<file path="config.mk">
export PLATFORM = sky130hd
export DESIGN_NAME = mac_accelerator
export DESIGN_NICKNAME = d
export VERILOG_FILES = /design/src/rtl/mac_accelerator.sv
export SDC_FILE = /design/constraint.sdc
export NUM_CORES = 2
export LEC_CHECK = 0
export BUFFER_PORTS_ARGS = -buffer_cell sky130_fd_sc_hd__buf_2
export CAP_MARGIN = 0
export CORE_ASPECT_RATIO = 0.7
export CORE_UTILIZATION = 30
export CTS_CLUSTER_DIAMETER = 30
export DETAILED_ROUTE_END_ITERATION = 8
export PLACE_DENSITY_LB_ADDON = 0.2
export SLEW_MARGIN = 5
export SYNTH_ARGS = -nofsm -noshare
export SYNTH_HDL_FRONTEND = slang
export SYNTH_SLANG_ARGS = --single-unit
</file>
<file path="constraint.sdc">
create_clock -name clk -period 11.4 [get_ports clk]
set_input_delay 1.14 -clock clk [delete_from_list [all_inputs] [get_ports clk]]
set_output_delay 1.14 -clock clk [all_outputs]
set_load 0.02 [all_outputs]
</file>
<file path="src/rtl/mac_accelerator.sv">
// ---------------------------------------------------------------------------
// mac_accelerator
//
// Fixed-point multiply-accumulate stage for dense-layer neurons. Streams pairs
// of signed Q8.24 operands (activation x weight), seeds the Q24.24 accumulator
// with the neuron bias on the first beat, and on the last beat emits one Q8.24
// result after optional ReLU and saturation.
//
// Pipeline for a beat sampled at edge k:
//   k   : full-width product registered, first/last/valid tags, bias latched
//   k+1 : product rescaled to Q24.24 and accumulated (or seeds acc if first)
//   k+2 : on last beat, result registered and outValid pulses for one cycle
//
// Ports
//   clk        in   1       rising-edge clock
//   reset      in   1       synchronous, active-high
//   dataA      in   DATA_W  activation operand, Q8.24
//   dataB      in   DATA_W  weight operand, Q8.24
//   bias       in   DATA_W  neuron bias, Q8.24, sampled on first beat only
//   dataValid  in   1       beat qualifier
//   dataLast   in   1       final beat of a vector (only with dataValid)
//   dataOut    out  DATA_W  result, Q8.24, held until the next result
//   outValid   out  1       one-cycle pulse, dataOut valid
//   overflow   out  1       result saturated, updated with dataOut
//   busy       out  1       vector in progress or pipeline non-empty
// ---------------------------------------------------------------------------
module mac_accelerator #(
  parameter int DATA_W  = 32,
  parameter int FRAC_W  = 24,
  parameter int ACC_W   = 48,
  parameter int RELU_EN = 1
) (
  input  logic              clk,
  input  logic              reset,
  input  logic [DATA_W-1:0] dataA,
  input  logic [DATA_W-1:0] dataB,
  input  logic [DATA_W-1:0] bias,
  input  logic              dataValid,
  input  logic              dataLast,
  output logic [DATA_W-1:0] dataOut,
  output logic              outValid,
  output logic              overflow,
  output logic              busy
);

  typedef enum logic {
    S_IDLE  = 1'b0,
    S_ACCUM = 1'b1
  } state_t;

  state_t r_state;
  state_t w_state_next;
  logic   w_first;

  // Stage 1: product and tags
  logic signed [DATA_W-1:0]   w_a;
  logic signed [DATA_W-1:0]   w_b;
  logic signed [2*DATA_W-1:0] w_prod;
  logic signed [2*DATA_W-1:0] r_p1_prod;
  logic                       r_p1_valid;
  logic                       r_p1_first;
  logic                       r_p1_last;
  logic [DATA_W-1:0]          r_p1_bias;

  // Stage 2: accumulator
  logic signed [ACC_W-1:0]    w_term;
  logic signed [ACC_W-1:0]    w_bias_ext;
  logic signed [ACC_W-1:0]    r_acc;
  logic                       r_p2_valid;
  logic                       r_p2_last;

  // Stage 3: result
  logic [DATA_W-1:0]          w_res;
  logic                       w_res_ovf;
  logic                       w_pos_ovf;
  logic                       w_neg_ovf;
  logic [DATA_W-1:0]          r_out;
  logic                       r_out_valid;
  logic                       r_ovf;

  // -------------------------------------------------------------------------
  // FSM: tracks whether a vector is open so the next beat knows if it is the
  // first one (and must re-seed the accumulator with the bias).
  // -------------------------------------------------------------------------
  always_ff @(posedge clk) begin
    if (reset) begin
      r_state <= S_IDLE;
    end else begin
      r_state <= w_state_next;
    end
  end

  // NOTE: every output of a combinational block gets a default first so that
  // no path leaves it unassigned; otherwise synthesis infers a latch.
  always_comb begin
    w_state_next = r_state;
    w_first      = 1'b0;
    case (r_state)
      S_IDLE: begin
        if (dataValid) begin
          w_first = 1'b1;
          // A first beat that is also last is a 1-beat vector: stay idle.
          if (!dataLast) begin
            w_state_next = S_ACCUM;
          end
        end
      end
      S_ACCUM: begin
        if (dataValid && dataLast) begin
          w_state_next = S_IDLE;
        end
      end
      default: w_state_next = S_IDLE;
    endcase
  end

  // -------------------------------------------------------------------------
  // Stage 1: full-precision signed product. Size casts on signed operands
  // sign-extend, so the product is exact in 2*DATA_W bits.
  // -------------------------------------------------------------------------
  assign w_a    = dataA;
  assign w_b    = dataB;
  assign w_prod = (2*DATA_W)'(w_a) * (2*DATA_W)'(w_b);

  // NOTE: clocked state uses non-blocking assignments so every register
  // samples the values from before the edge, independent of statement order.
  always_ff @(posedge clk) begin
    if (reset) begin
      r_p1_prod  <= '0;
      r_p1_valid <= 1'b0;
      r_p1_first <= 1'b0;
      r_p1_last  <= 1'b0;
      r_p1_bias  <= '0;
    end else begin
      r_p1_prod  <= w_prod;
      r_p1_valid <= dataValid;
      r_p1_first <= w_first;
      r_p1_last  <= dataValid & dataLast;
      if (w_first) begin
        r_p1_bias <= bias;
      end
    end
  end

  // -------------------------------------------------------------------------
  // Stage 2: rescale Q16.48 product to Q24.24 (arithmetic shift floors toward
  // -inf) and accumulate. The rescaled product fits in ACC_W bits for any
  // operand pair, so truncating the shifted value keeps its sign.
  // -------------------------------------------------------------------------
  assign w_term     = (ACC_W)'(r_p1_prod >>> FRAC_W);
  assign w_bias_ext = (ACC_W)'($signed(r_p1_bias));

  always_ff @(posedge clk) begin
    if (reset) begin
      r_acc      <= '0;
      r_p2_valid <= 1'b0;
      r_p2_last  <= 1'b0;
    end else begin
      r_p2_valid <= r_p1_valid;
      r_p2_last  <= r_p1_last;
      // Bubbles leave the accumulator untouched, so gaps never affect results.
      if (r_p1_valid) begin
        r_acc <= r_p1_first ? (w_bias_ext + w_term) : (r_acc + w_term);
      end
    end
  end

  // -------------------------------------------------------------------------
  // Stage 3: ReLU then saturation to DATA_W. The accumulator fits in DATA_W
  // when all bits from the DATA_W-1 position upward equal the sign bit.
  // -------------------------------------------------------------------------
  assign w_pos_ovf = ~r_acc[ACC_W-1] &  (|r_acc[ACC_W-2:DATA_W-1]);
  assign w_neg_ovf =  r_acc[ACC_W-1] & ~(&r_acc[ACC_W-2:DATA_W-1]);

  always_comb begin
    w_res     = r_acc[DATA_W-1:0];
    w_res_ovf = 1'b0;
    if ((RELU_EN != 0) && r_acc[ACC_W-1]) begin
      w_res = '0;
    end else if (w_pos_ovf) begin
      w_res     = {1'b0, {(DATA_W-1){1'b1}}};
      w_res_ovf = 1'b1;
    end else if (w_neg_ovf) begin
      w_res     = {1'b1, {(DATA_W-1){1'b0}}};
      w_res_ovf = 1'b1;
    end
  end

  always_ff @(posedge clk) begin
    if (reset) begin
      r_out       <= '0;
      r_ovf       <= 1'b0;
      r_out_valid <= 1'b0;
    end else begin
      r_out_valid <= r_p2_last;
      if (r_p2_last) begin
        r_out <= w_res;
        r_ovf <= w_res_ovf;
      end
    end
  end

  assign dataOut  = r_out;
  assign overflow = r_ovf;
  assign outValid = r_out_valid;
  // The output pulse counts as the last pipe stage, so busy drops in the
  // cycle after outValid.
  assign busy     = (r_state == S_ACCUM) | r_p1_valid | r_p2_valid | r_out_valid;

endmodule
</file>
==> run metrics <==
Syn Inst Count=5,059; Mapped Nets=6,509; # rows=~120; Clock Latency Late Sink=0.46 ns; CTS root buf=clkbuf_16; H-tree depth=4; RSZ-0062 raised after global routing=false; CTS tree=done; Post-CTS Setup Bufs=0; post-DP HPWL=127,000 um; drt total wl=roughly 160,000 um; most used cell, CP=fa_1; initial antenna violation count=22; Avg Cell Area, Syn=~9 um^2; width of the die=468 um; FF-to-FF setup slack=roughly 7 ns; Hold Startpoint=r_p1_last; Synth area leaders=fa_1 48%, inv_1 8.3%, ha_1 7.3%; multi-input logic area=37,600 um^2; DIE AREA=154,000 um^2; Worst setup endpoint=r_p1_prod[63]; Wirelength per Cell=between 20 and 25 um; CP Launch Type=input pin; Critical Path RT=roughly 12 ns; TritonRoute pass-1 iters=6; FF+latch area=3210 um^2; Yosys warnings=0; Fill cells=15,921; Post-synth top flop=dfxtp_1; I/O Buffers=between 100 and 150; Total GRT Usage=between 20% and 30%; Resized cells post-CTS=0; number of synthesized flops with an enable pin=0; crit end category=flop; RR Endpoint=r_acc[42]; core footprint=roughly 150,000 um^2; post-synthesis register bit count=160; I/O pin cnt=about 140; largest net degree at the start of global routing=94; Initial Util=a little under a third; Crit-path slowest cell=fa_1; max cap viols=0; FMAX=~110 MHz; maximum clock path buffer count=2; vias in the first global route=roughly 36,000; Critical Path Start=dataA[31]; clock sink total=between 150 and 200; global-route wire length before repair=~240,000 um; die height=between 300 and 400 um; Yosys top cell area share=47.5%; slew margin rel.=a little under a quarter; Worst-path clk slew=0.07 ns; Synth cell types=83; run status=finished, final reports clean; via count=34,405; worst-margin pin slew=1.14 ns; leading area contributor after synthesis=fa_1; worst hold stages=1; Fin. Hold Viols=0; worst hold path type=flop to flop; post-route ant nets=0; Slew Limit Fails=0; count leader, synth=fa_1; TNS Setup=0 ns; layout cell share with drive strength beyond 1=5.42%; period utilization=around 82%; DR DRC count=0; Iteration-0 DRC Markers=2,626; final setup fails=0; total congestion overflow=0; Post-synth ARST share=0%; Worst path max stage delay=approximately 0.92 ns; Post-CTS Hold Fix Bufs=0; Reg2Reg Launch Point=r_p1_bias[0]; most instantiated cells after synthesis=1,083 x fa_1, 1,011 x inv_1, 668 x nand2_1; area grow syn2layout=7.15%; worst-case reg-to-reg path depth=13; total CTS buffers=17; worst path arrival time=9.74 ns; sequential element share of the synthesized area=under 10%; GP Congestion=between 0.9 and 1; Tmin final=slightly above 9 ns; Synth Cell Area=about 46,000 um^2; Clock Skew=roughly 0.014 ns; vias per std cell=between 4 and 5; crit-path max FO=32; nets=approximately 6,500; Setup CP Type=input pin to flop
## layout by cell type, fill, tap and decap left out, types with 23 or more instances in the layout
cell | synthesis | final
a21o_1 | 63 | 63
xor2_1 | 38 | 38
inv_1 | 1011 | 1011
nand2_1 | 668 | 668
nor3_1 | 28 | 28
o21ai_0 | 106 | 106
buf_4 | 0 | 64
nor2_1 | 148 | 148
ha_1 | 267 | 267
a21oi_1 | 228 | 228
and2_1 | 513 | 513
xnor2_1 | 81 | 81
nand4_1 | 27 | 27
a211oi_1 | 38 | 38
fa_1 | 1083 | 1083
nand3_1 | 23 | 23
buf_2 | 6 | 133
dfxtp_1 | 160 | 158
nor2b_1 | 64 | 63
## area by class of cell
| cell class | instances | area share (%) |
|---|---|---|
| multi-input cells | 3621 | 77.0 |
| clock buffers | 17 | 0.870 |
| clock inverters | 15 | 0.320 |
| well taps | 1996 | 5.11 |
| repair buffers | 198 | 2.37 |
| flip-flops and latches | 160 | 6.55 |
| diodes | 9 | 0.0461 |
| inverters | 1012 | 7.77 |
## logic make-up after synthesis
| kind of cell | share of synthesized area (%) |
|---|---|
| simple gates | 16.6 |
| fa+ha+maj | 54.8 |
| buf+inv | 10.5 |
| compound gates | 8.62 |
| flops | 7.02 |
| xor+xnor | 2.28 |
| mux | 0.140 |
## how the worst min path moves through the flow
| stage | endpoint | slack, ns |
|---|---|---|
| finish | r_p2_last | 0.44 |
| global route | r_p2_last | 0.48 |
| CTS | r_p2_last | 0.44 |
| detailed placement | r_p2_last | 0.44 |
| global placement | r_p2_last | 0.43 |
| floorplan | r_p2_last | 0.41 |
## worst max-delay path, delay by kind of cell
family	cells	cell delay [ns]
and+or+nand+nor	1	0.20
buffers and inverters	9	1.76
adders and majority gates	9	4.64
AOI/OAI and AO/OA	10	1.93
## per-stage QoR
step	std cells	worst slack (ns)	area (um^2)	hold slack, ns	utilization [%]
2_1_floorplan	5059	2.67	45600	0.414	-
3_3_place_gp	6987	1.72	48300	0.434	32.1
3_5_place_dp	6987	1.57	48300	0.436	32.1
4_1_cts	7019	2.06	48900	0.444	32.4
5_1_grt	7022	1.57	48900	0.475	32.4
6_report	7028	2.05	48900	0.436	32.5
## per-layer routing
| layer | GRT usage (%) | wire (um) | vias to the layer above | part of all wire [%] |
|---|---|---|---|---|
| li1 | - | - | 15189 | - |
| met5 | 0 | 13 | - | 0.0082 |
| met1 | 34.4 | 80200 | 17838 | 50 |
| met2 | 29.5 | 63400 | 1266 | 40 |
| met3 | 3.50 | 13700 | 110 | 8.6 |
| met4 | 2.39 | 1590 | 2 | 1.0 |
## flip-flops by register name (all words and copies together), names as in the netlist, named ones only
register	count
r_p1_first	1
r_p1_prod	40
dataOut	32
r_acc	48
r_p2_valid	1
r_p1_bias	32
r_p1_last	1
r_p2_last	1
outValid	1
overflow	1
r_p1_valid	1
Power is not shown: default switching activity piles up to over one toggle a cycle in this logic, so the estimate is an artifact.
